$ cat src/rtl/bp_resolve_ctrl_if.sv
// Fetch/predictor/execute-facing signal bundle for bp_resolve_ctrl.
// slave = controller view, master = environment (fetch, execute, predictor) view.
interface bp_resolve_ctrl_if #(
  parameter int DEPTH  = 4,
  parameter int ADDR_W = 8
);
  localparam int CNT_W = $clog2(DEPTH + 1);

  logic              fetch_valid;
  logic [ADDR_W-1:0] fetch_addr;
  logic [6:0]        fetch_opcode;
  logic              fetch_ready;
  logic              fetch_pred;
  logic              pred_start;
  logic [ADDR_W-1:0] pred_addr;
  logic [6:0]        pred_opcode;
  logic              pred_in;
  logic              resolve_valid;
  logic              resolve_taken;
  logic              resolve_ready;
  logic              mispredict;
  logic [ADDR_W-1:0] mispredict_addr;
  logic              mispredict_taken;
  logic              upd_strobe;
  logic [ADDR_W-1:0] upd_addr;
  logic              upd_taken;
  logic [CNT_W-1:0]  count;

  modport slave (
    input  fetch_valid, fetch_addr, fetch_opcode, pred_in, resolve_valid, resolve_taken,
    output fetch_ready, fetch_pred, pred_start, pred_addr, pred_opcode, resolve_ready,
           mispredict, mispredict_addr, mispredict_taken, upd_strobe, upd_addr,
           upd_taken, count
  );

  modport master (
    output fetch_valid, fetch_addr, fetch_opcode, pred_in, resolve_valid, resolve_taken,
    input  fetch_ready, fetch_pred, pred_start, pred_addr, pred_opcode, resolve_ready,
           mispredict, mispredict_addr, mispredict_taken, upd_strobe, upd_addr,
           upd_taken, count
  );
endinterface

$ cat src/rtl/bp_resolve_ctrl.sv
// Branch-resolution controller: in-order prediction queue, mispredict flush and
// a high/low sequenced update pulse toward an edge-triggered gshare predictor.
module bp_resolve_ctrl #(
  parameter int DEPTH  = 4,
  parameter int ADDR_W = 8
) (
  input  logic clk,
  input  logic rst_n,
  bp_resolve_ctrl_if.slave bus
);
  localparam int         PTR_W      = $clog2(DEPTH);
  localparam int         CNT_W      = $clog2(DEPTH + 1);
  localparam logic [6:0] OPC_BRANCH = 7'b1100011;

  typedef enum logic [1:0] {IDLE, UPD_HI, UPD_LO} state_t;

  state_t            r_state;
  state_t            w_state_next;

  logic [ADDR_W-1:0] r_q_addr [DEPTH];
  logic              r_q_pred [DEPTH];
  logic              r_q_cond [DEPTH];

  logic [PTR_W-1:0]  r_wr_ptr;
  logic [PTR_W-1:0]  r_rd_ptr;
  logic [CNT_W-1:0]  r_count;
  logic              r_mispredict;
  logic [ADDR_W-1:0] r_mis_addr;
  logic              r_mis_taken;
  logic              r_upd_strobe;
  logic [ADDR_W-1:0] r_upd_addr;
  logic              r_upd_taken;

  logic              w_fetch_ready;
  logic              w_resolve_ready;
  logic              w_push;
  logic              w_pop;
  logic              w_mis;
  logic              w_upd_go;
  logic [ADDR_W-1:0] w_head_addr;
  logic              w_head_pred;
  logic              w_head_cond;

  assign w_fetch_ready   = (r_count != CNT_W'(DEPTH));
  assign w_resolve_ready = (r_count != '0) && (r_state == IDLE);
  assign w_push          = bus.fetch_valid && w_fetch_ready;
  assign w_pop           = bus.resolve_valid && w_resolve_ready;

  assign w_head_addr = r_q_addr[r_rd_ptr];
  assign w_head_pred = r_q_pred[r_rd_ptr];
  assign w_head_cond = r_q_cond[r_rd_ptr];

  assign w_mis    = w_pop && (w_head_pred != bus.resolve_taken);
  assign w_upd_go = w_pop && w_head_cond;

  // Lookup path is purely combinational so fetch sees the prediction in the push cycle.
  assign bus.pred_start  = w_push;
  assign bus.pred_addr   = bus.fetch_addr;
  assign bus.pred_opcode = bus.fetch_opcode;
  assign bus.fetch_pred  = w_push ? bus.pred_in : 1'b0;
  assign bus.fetch_ready = w_fetch_ready;

  assign bus.resolve_ready    = w_resolve_ready;
  assign bus.mispredict       = r_mispredict;
  assign bus.mispredict_addr  = r_mis_addr;
  assign bus.mispredict_taken = r_mis_taken;
  assign bus.upd_strobe       = r_upd_strobe;
  assign bus.upd_addr         = r_upd_addr;
  assign bus.upd_taken        = r_upd_taken;
  assign bus.count            = r_count;

  // A push coinciding with a flush is wrong-path and never lands in the queue.
  always_ff @(posedge clk) begin
    if (w_push && !w_mis) begin
      r_q_addr[r_wr_ptr] <= bus.fetch_addr;
      r_q_pred[r_wr_ptr] <= bus.pred_in;
      r_q_cond[r_wr_ptr] <= (bus.fetch_opcode == OPC_BRANCH);
    end
  end

  always_ff @(posedge clk or negedge rst_n) begin
    if (!rst_n) begin
      r_wr_ptr <= '0;
      r_rd_ptr <= '0;
      r_count  <= '0;
    end else if (w_mis) begin
      r_rd_ptr <= r_wr_ptr;
      r_count  <= '0;
    end else begin
      if (w_push) r_wr_ptr <= r_wr_ptr + PTR_W'(1);
      if (w_pop)  r_rd_ptr <= r_rd_ptr + PTR_W'(1);
      r_count <= r_count + CNT_W'(w_push) - CNT_W'(w_pop);
    end
  end

  always_ff @(posedge clk or negedge rst_n) begin
    if (!rst_n) begin
      r_mispredict <= 1'b0;
      r_mis_addr   <= '0;
      r_mis_taken  <= 1'b0;
    end else begin
      r_mispredict <= w_mis;
      if (w_mis) begin
        r_mis_addr  <= w_head_addr;
        r_mis_taken <= bus.resolve_taken;
      end
    end
  end

  always_ff @(posedge clk or negedge rst_n) begin
    if (!rst_n) begin
      r_state      <= IDLE;
      r_upd_strobe <= 1'b0;
      r_upd_addr   <= '0;
      r_upd_taken  <= 1'b0;
    end else begin
      r_state      <= w_state_next;
      r_upd_strobe <= (w_state_next == UPD_HI);
      if (w_upd_go) begin
        r_upd_addr  <= w_head_addr;
        r_upd_taken <= bus.resolve_taken;
      end
    end
  end

  // UPD_LO forces a low cycle so back-to-back updates give distinct rising edges.
  always_comb begin
    w_state_next = r_state;
    case (r_state)
      IDLE:    if (w_upd_go) w_state_next = UPD_HI;
      UPD_HI:  w_state_next = UPD_LO;
      UPD_LO:  w_state_next = IDLE;
      default: w_state_next = IDLE;
    endcase
  end
endmodule

$ cat src/flat_wrapper.sv
// flat-port wrapper written by rule: the top's interface ports become plain ports
module bp_resolve_ctrl_flat 
#(
  parameter int DEPTH  = 4,
  parameter int ADDR_W = 8
)
  (clk, rst_n, bus_fetch_valid, bus_fetch_addr, bus_fetch_opcode, bus_pred_in, bus_resolve_valid, bus_resolve_taken, bus_fetch_ready, bus_fetch_pred, bus_pred_start, bus_pred_addr, bus_pred_opcode, bus_resolve_ready, bus_mispredict, bus_mispredict_addr, bus_mispredict_taken, bus_upd_strobe, bus_upd_addr, bus_upd_taken, bus_count);
  bp_resolve_ctrl_if #(.DEPTH(DEPTH), .ADDR_W(ADDR_W)) bus_i ();
  input  logic clk;
  input  logic rst_n;
  input wire logic [$bits(bus_i.fetch_valid)-1:0] bus_fetch_valid;
  input wire logic [$bits(bus_i.fetch_addr)-1:0] bus_fetch_addr;
  input wire logic [$bits(bus_i.fetch_opcode)-1:0] bus_fetch_opcode;
  input wire logic [$bits(bus_i.pred_in)-1:0] bus_pred_in;
  input wire logic [$bits(bus_i.resolve_valid)-1:0] bus_resolve_valid;
  input wire logic [$bits(bus_i.resolve_taken)-1:0] bus_resolve_taken;
  output wire logic [$bits(bus_i.fetch_ready)-1:0] bus_fetch_ready;
  output wire logic [$bits(bus_i.fetch_pred)-1:0] bus_fetch_pred;
  output wire logic [$bits(bus_i.pred_start)-1:0] bus_pred_start;
  output wire logic [$bits(bus_i.pred_addr)-1:0] bus_pred_addr;
  output wire logic [$bits(bus_i.pred_opcode)-1:0] bus_pred_opcode;
  output wire logic [$bits(bus_i.resolve_ready)-1:0] bus_resolve_ready;
  output wire logic [$bits(bus_i.mispredict)-1:0] bus_mispredict;
  output wire logic [$bits(bus_i.mispredict_addr)-1:0] bus_mispredict_addr;
  output wire logic [$bits(bus_i.mispredict_taken)-1:0] bus_mispredict_taken;
  output wire logic [$bits(bus_i.upd_strobe)-1:0] bus_upd_strobe;
  output wire logic [$bits(bus_i.upd_addr)-1:0] bus_upd_addr;
  output wire logic [$bits(bus_i.upd_taken)-1:0] bus_upd_taken;
  output wire logic [$bits(bus_i.count)-1:0] bus_count;
  assign bus_i.fetch_valid = bus_fetch_valid;
  assign bus_i.fetch_addr = bus_fetch_addr;
  assign bus_i.fetch_opcode = bus_fetch_opcode;
  assign bus_i.pred_in = bus_pred_in;
  assign bus_i.resolve_valid = bus_resolve_valid;
  assign bus_i.resolve_taken = bus_resolve_taken;
  assign bus_fetch_ready = bus_i.fetch_ready;
  assign bus_fetch_pred = bus_i.fetch_pred;
  assign bus_pred_start = bus_i.pred_start;
  assign bus_pred_addr = bus_i.pred_addr;
  assign bus_pred_opcode = bus_i.pred_opcode;
  assign bus_resolve_ready = bus_i.resolve_ready;
  assign bus_mispredict = bus_i.mispredict;
  assign bus_mispredict_addr = bus_i.mispredict_addr;
  assign bus_mispredict_taken = bus_i.mispredict_taken;
  assign bus_upd_strobe = bus_i.upd_strobe;
  assign bus_upd_addr = bus_i.upd_addr;
  assign bus_upd_taken = bus_i.upd_taken;
  assign bus_count = bus_i.count;
  bp_resolve_ctrl #(.DEPTH(DEPTH), .ADDR_W(ADDR_W)) u_core (.clk(clk), .rst_n(rst_n), .bus(bus_i));
endmodule
$ cat config.mk
export PLATFORM = sky130hd
export DESIGN_NAME = bp_resolve_ctrl_flat
export DESIGN_NICKNAME = d
export VERILOG_FILES = /design/src/rtl/bp_resolve_ctrl_if.sv /design/src/rtl/bp_resolve_ctrl.sv /design/src/flat_wrapper.sv
export SDC_FILE = /design/constraint.sdc
export NUM_CORES = 1
export LEC_CHECK = 0
export ABC_AREA = 1
export BUFFER_PORTS_ARGS = -buffer_cell sky130_fd_sc_hd__buf_2
export CORE_MARGIN = 3
export CORE_UTILIZATION = 34
export DETAILED_ROUTE_END_ITERATION = 10
export PLACE_DENSITY_LB_ADDON = 0.05
export SLEW_MARGIN = 20
export SYNTH_ARGS = -nofsm -noshare
export SYNTH_HDL_FRONTEND = slang
export SYNTH_SLANG_ARGS = --single-unit
$ cat constraint.sdc
create_clock -name clk -period 2.03 [get_ports clk]
set_clock_uncertainty 0.15 [all_clocks]
set_input_delay 0.203 -clock clk [delete_from_list [all_inputs] [get_ports clk]]
set_output_delay 0.203 -clock clk [all_outputs]
set_load 0.01 [all_outputs]
-- Yosys cells after proc, flatten, opt, wreduce, memory -nomap -nowiden
Memory sizes are Yosys's and may differ from the RTL's.
Index checks and enable logic that the tools add are counted.
- add/subtract/negate cells: 4
- equal/unequal tests: 5
- muxes and demuxes: 8
- bitwise operators: 1
- reduce and logical (&&, ||, !) cells: 11
- operators by type and width (cell ; number):
    $eq 7x7->1 const B ; 1
    $logic_and 1x1->1 ; 6
    $mux 2 ; 3
    $add 2x1->2 const B ; 2
    $eq 2x1->1 const B ; 2
    $pmux 2 s2 ; 1
    $add 3x1->3 ; 1
    $mux 1 ; 3
    $mux 3 ; 1
    $ne 3x3->1 const B ; 1
    $reduce_bool 3->1 ; 1
    $sub 3x1->3 ; 1
    $logic_not 2->1 ; 1
    $reduce_and 2->1 ; 1
    $reduce_bool 2->1 ; 1
    $logic_not 1->1 ; 1
    $ne 1x1->1 ; 1
    $not 1->1 ; 1
- register bits after elaboration: 29
- bits in writable memories: 40
- input port bits: 21
- output and inout bits: 42
- word-level logic and storage cells: 42
- memories kept: 3
- memory list (name ; words ; bits a word ; read ports ; clocked after memory_dff ; write ports ; line ; RTL):
    u_core.r_q_addr ; 4 ; 8 ; 1 ; 0 ; 1 ; bp_resolve_ctrl.sv:20 ; logic [ADDR_W-1:0] r_q_addr [DEPTH];
    u_core.r_q_cond ; 4 ; 1 ; 1 ; 0 ; 1 ; bp_resolve_ctrl.sv:22 ; logic r_q_cond [DEPTH];
    u_core.r_q_pred ; 4 ; 1 ; 1 ; 0 ; 1 ; bp_resolve_ctrl.sv:21 ; logic r_q_pred [DEPTH];

-- Depth between registers and ports, before layout
- depth after elaboration: 8
- depth in mapped cells: 11
- mapped depth without buffers: 11

-- Worst setup path after synthesis
No wires, ideal clock.
- path kind: reg2reg
- start point: register u_core.r_count[1] (netlist: u_core.bus.count[1])
- end point: register u_core.r_count[1] (netlist: u_core.bus.count[1])
- library setup time: 63 ps
- arrival: 1934 ps
- data required time: 1817 ps
- path slack: -117 ps
- cell stages (with the launch flop): 11
- path buffers: 0
- period minus slack after synthesis: 2147 ps
- path through: dfrtp_1 -> nor2_1 -> nand2_1 -> nand2_1 -> inv_1 -> xor2_1 -> ha_1 -> inv_1 -> fa_1 -> or2_1 -> inv_1
- word-level cells in the longest chain between the ends: 5
- ends and longest elaborated chain (item ; line ; RTL):
    start, declared ; bp_resolve_ctrl.sv:26 ; logic [CNT_W-1:0] r_count;
    start signal, assigned ; bp_resolve_ctrl.sv:92 ; r_count <= r_count + CNT_W'(w_push) - CNT_W'(w_pop);
    $ne 3x3->1 ; bp_resolve_ctrl.sv:44 ; assign w_fetch_ready = (r_count != CNT_W'(DEPTH));
    net bus_fetch_ready ; flat_wrapper.sv:17 ; output wire logic [$bits(bus_i.fetch_ready)-1:0] bus_fetch_ready;
    $logic_and 1x1->1 ; bp_resolve_ctrl.sv:46 ; assign w_push = bus.fetch_valid && w_fetch_ready;
    net bus_pred_start ; flat_wrapper.sv:19 ; output wire logic [$bits(bus_i.pred_start)-1:0] bus_pred_start;
    $add 3x1->3 ; bp_resolve_ctrl.sv:92 ;
    $sub 3x1->3 ; bp_resolve_ctrl.sv:92 ;
    $mux 3 ; bp_resolve_ctrl.sv:86 ; end else if (w_mis) begin
The timed path passes the listed nets, and every way through them passes these cells.
A chain may end at the register's enable or synchronous reset.

-- Final worst setup path
- start point: register u_core.r_count[1] (netlist: u_core.bus.count[1])
- end point: register u_core.r_count[1] (netlist: u_core.bus.count[1])
- word-level cells in the longest chain between the ends: 5
- ends and longest elaborated chain (item ; line):
    $ne 3x3->1 / $reduce_bool 3->1 (equally long branches) ; bp_resolve_ctrl.sv:44, bp_resolve_ctrl.sv:45
    $logic_and 1x1->1, on equally long branches ; bp_resolve_ctrl.sv:46, bp_resolve_ctrl.sv:45
    $add 3x1->3 / $logic_and 1x1->1 (equally long branches) ; bp_resolve_ctrl.sv:92, bp_resolve_ctrl.sv:47
    $sub 3x1->3 / $logic_and 1x1->1 (equally long branches) ; bp_resolve_ctrl.sv:92, bp_resolve_ctrl.sv:53
    $mux 3 * ; bp_resolve_ctrl.sv:86
Mark *: on every way between the ends. The rest lies on a longest branch, timed or not.

==> summary.md <==
| Metric | Value |
|---|---|
| Synth cell types | 27 |
| Worst IR Drop VDD | 0.000454 V |
| Num CTS Buffers | 9 |
| Initial Util | 35.6% |
| Port buffer count | 62 |
| PwrDens | 1520 nW/um^2 |
| DIE WIDTH | 99.5 microns |
| Sw power | 2.14 mW |
| Arrival time worst endpoint | 2.12 ns |
| Clk buf depth | 2 |
| Static Leakage | 1.70 nW |
| Hold Violations, Final | 0 |
| DRC Markers | 0 |
| Buf/Inv on CP | 2 |
| Vias per cell | 4.44 |
| Total gr overflow | 0 |
| Sequential share of power | 38.6% |
| Worst-Skew Late Latency | 0.34 ns |
| Largest net degree at the start of global routing | 30 |
| Antenna Cells | 0 |
| Final nets | 373 |
| CP cell instances | nor2_2 > nand2_2 > nand2_4 > nor2_4 > xor2_1 > ha_2 > inv_2 > fa_2 > or2_1 > inv_1 |
| Rows | 33 |
| Comb pwr share | 42.8% |
| TritonCTS clock tree | built |
| Status | finished clean |
| Vias in the first global route | 1954 |
| Setup violators final | 0 |
| Ys flop type | edfxtp_1 |
| Register area share after synthesis | 64.9% |
| Setup ws final | 0.0367 ns |
| Full die area | 9890 sq um |
| Drt total wl | 6230 microns |
| HPWL Detailed | 4150 microns |
| Routability cong. | 0.698 |
| Fmax | 502 MHz |
| Synth Cell Area | 2970 sq um |
| Clk network pwr share | 18.6% |
| Hold Path Class | in -> reg |
| Commonest non-fill, non-tap cell in the layout | buf_2 |
| Setup WS pre-CTS | 0.0494 ns |
| Sw frac | 38.0% |
| Reg clk slew, reported paths | 0.07 ns |
| Htree depth | 3 |
| Die Ht | 99.5 microns |
| Worst slew pin tran | 0.679 ns |
| Yosys reg bits | 69 |
| Crit path time final | 1.99 ns |
| Worst-path maximum fanout | 3 |
| Critical path class | reg -> reg |
| Synthesized area per cell | 11.1 sq um |
| Setup crit start kind | flip-flop |
| Async SR Flop Fraction | 42.0% |
| Total I/O pin count | 63 |
| Yosys top cell by area | edfxtp_1 |
| Tcrit/Tclk final | 98.2% |
| Initial antenna violation count | 0 |
| Top cells by area, synth | edfxtp_1 (40%), dfrtp_1 (24%), nand2_1 (5.1%), o21ai_0 (4.6%), buf_4 (4.0%) |
| GR Util All Layers | 13.3% |
| P_int | 3.50 mW |
| Max_cap viols | 0 |
| Crit. End Element | flip-flop |
| CP required | 2.16 ns |
| Synth warnings | 0 |
| Post-synth top area share | 40.5% |
| Crit-path leading delay family | adder cells |
| Slew Limit Headroom | 54.7% |
| Clock Sinks | 69 |
| Clock root buffer | clkbuf_8 |
| TritonRoute pass-1 iters | 4 |
| CP max stage delay | 0.43 ns |
| Max Transition Viols Final | 0 |
| First-pass GRT wire length | 10100 microns |
| Core Footprint | 8340 sq um |
| Hold slack | 0.0450 ns |
| RSZ-0062 raised after global routing | true |
| Commonest non-fill, non-tap cells in the layout | buf_2 (62), edfxtp_1 (40), nand2_1 (37) |
| Slowest cell on crit path | dfrtp_2 |
| Initial DRC Count | 102 |
| Share of layout cells above drive strength 1 | 33.3% |
| DR vias | 2026 |
| Syn Nets | 294 |
| Number of flops mapped to enable cells by yosys | 40 |
| Routed Antenna Nets | 0 |
| Synthesized instance count | 267 |
| Routed len/inst | 13.7 microns |
| Layout area overhead | 24.9% |
worst reg2reg max path, delay by kind of cell, from the launching register on:
kind	cells	cell delay, ns
flip-flops	1	0.43
buffers and inverters	2	0.10
AND/OR/NAND/NOR	5	0.53
XOR/XNOR	1	0.14
adder cells (fa/ha/maj)	2	0.58
flip-flops by register name, indices dropped and copies added (netlist names):
name	count
u_core.r_q_cond	4
u_core.bus.count	3
u_core.bus.mispredict_addr	8
u_core.r_q_addr	32
u_core.r_q_pred	4
u_core.bus.mispredict_taken	1
u_core.bus.mispredict	1
u_core.r_state	2
u_core.bus.upd_strobe	1
u_core.r_wr_ptr	2
u_core.r_rd_ptr	2
u_core.bus.upd_taken	1
u_core.bus.upd_addr	8
repair_timing:
item / 4_1_cts / 5_1_grt
resized for setup: 0 / 13
buffers inserted: 0 / 4
hold buffers: 10 / 0
setup endpoints to repair: 0 / 42
hold endpoints to repair: 65 / 0
cell usage after synthesis (3+ instances only):
cell / number
buf_6: 3
xnor2_1: 3
nor2_1: 29
nand2_1: 40
buf_2: 4
o22ai_1: 9
dfrtp_1: 29
inv_1: 32
o21ai_0: 27
o21ai_1: 9
ha_1: 5
inv_2: 3
nand3_1: 4
edfxtp_1: 40
buf_4: 16
cell families after synthesis:
group / count (synthesis) / synth area share (%)
xor+xnor: 4 / 1.18
buf+inv: 59 / 10.4
fa+ha+maj: 6 / 2.78
compound gates: 46 / 8.39
flops: 69 / 64.9
simple gates: 83 / 12.3
per-stage QoR:
step                      power, mW  area [sq um]  TNS, ns  cells  utilization (%)
after floorplan                3.69          2970   -0.777    267                -
after global placement         4.48          3360        0    426             40.2
after detailed placement       4.49          3360        0    426             40.2
after CTS                      5.60          3640        0    452             43.6
after global routing           6.14          3710   -0.388    456             44.4
final                          5.64          3710        0    456             44.4
worst paths after layout:
kind / from / end / slack, ns / cells past startpoint
max: u_core.bus.count[1]$_DFF_PN0_ / u_core.bus.count[1]$_DFF_PN0_ / 0.04 / 10
min: bus_fetch_opcode[2] / u_core.r_q_cond[1]$_DFFE_PP_ / 0.04 / 2
max reg2reg: u_core.bus.count[1]$_DFF_PN0_ / u_core.bus.count[1]$_DFF_PN0_ / 0.04 / 10
min reg2reg: u_core.r_state[1]$_DFF_PN0_ / u_core.r_state[1]$_DFF_PN0_ / 0.30 / 1
max in group asynchronous: rst_n / u_core.bus.count[1]$_DFF_PN0_ / 0.97 / 2
min in group asynchronous: rst_n / u_core.bus.upd_addr[1]$_DFFE_PN0P_ / 0.29 / 2
metal layers:
metal  vias to the layer above  track usage, %  wire (microns)
met5                         -               0               0
met3                         4            4.98             396
met4                         0            3.47              35
li1                       1019               -               -
met2                        59            20.2            2790
met1                       944            17.9            3010
power groups by stage:
stage | sequential, mW | combinational, mW | clock (mW)
2_1_floorplan | 2.28 | 1.40 | 0
3_3_place_gp | 2.20 | 2.28 | 0
3_5_place_dp | 2.20 | 2.28 | 0
4_1_cts | 2.17 | 2.31 | 1.11
5_1_grt | 2.23 | 2.76 | 1.15
6_report | 2.18 | 2.42 | 1.05
cell type report:
cell class,count,area (sq um)
repair buffers,92,568
flip-flops and latches,69,1930
multi-input cells,139,766
fillers,809,4630
inverters,35,131
clock inverters,6,53.8
clock buffers,10,128
well taps,105,131
Note: power is estimated with default switching activity, not from simulation.
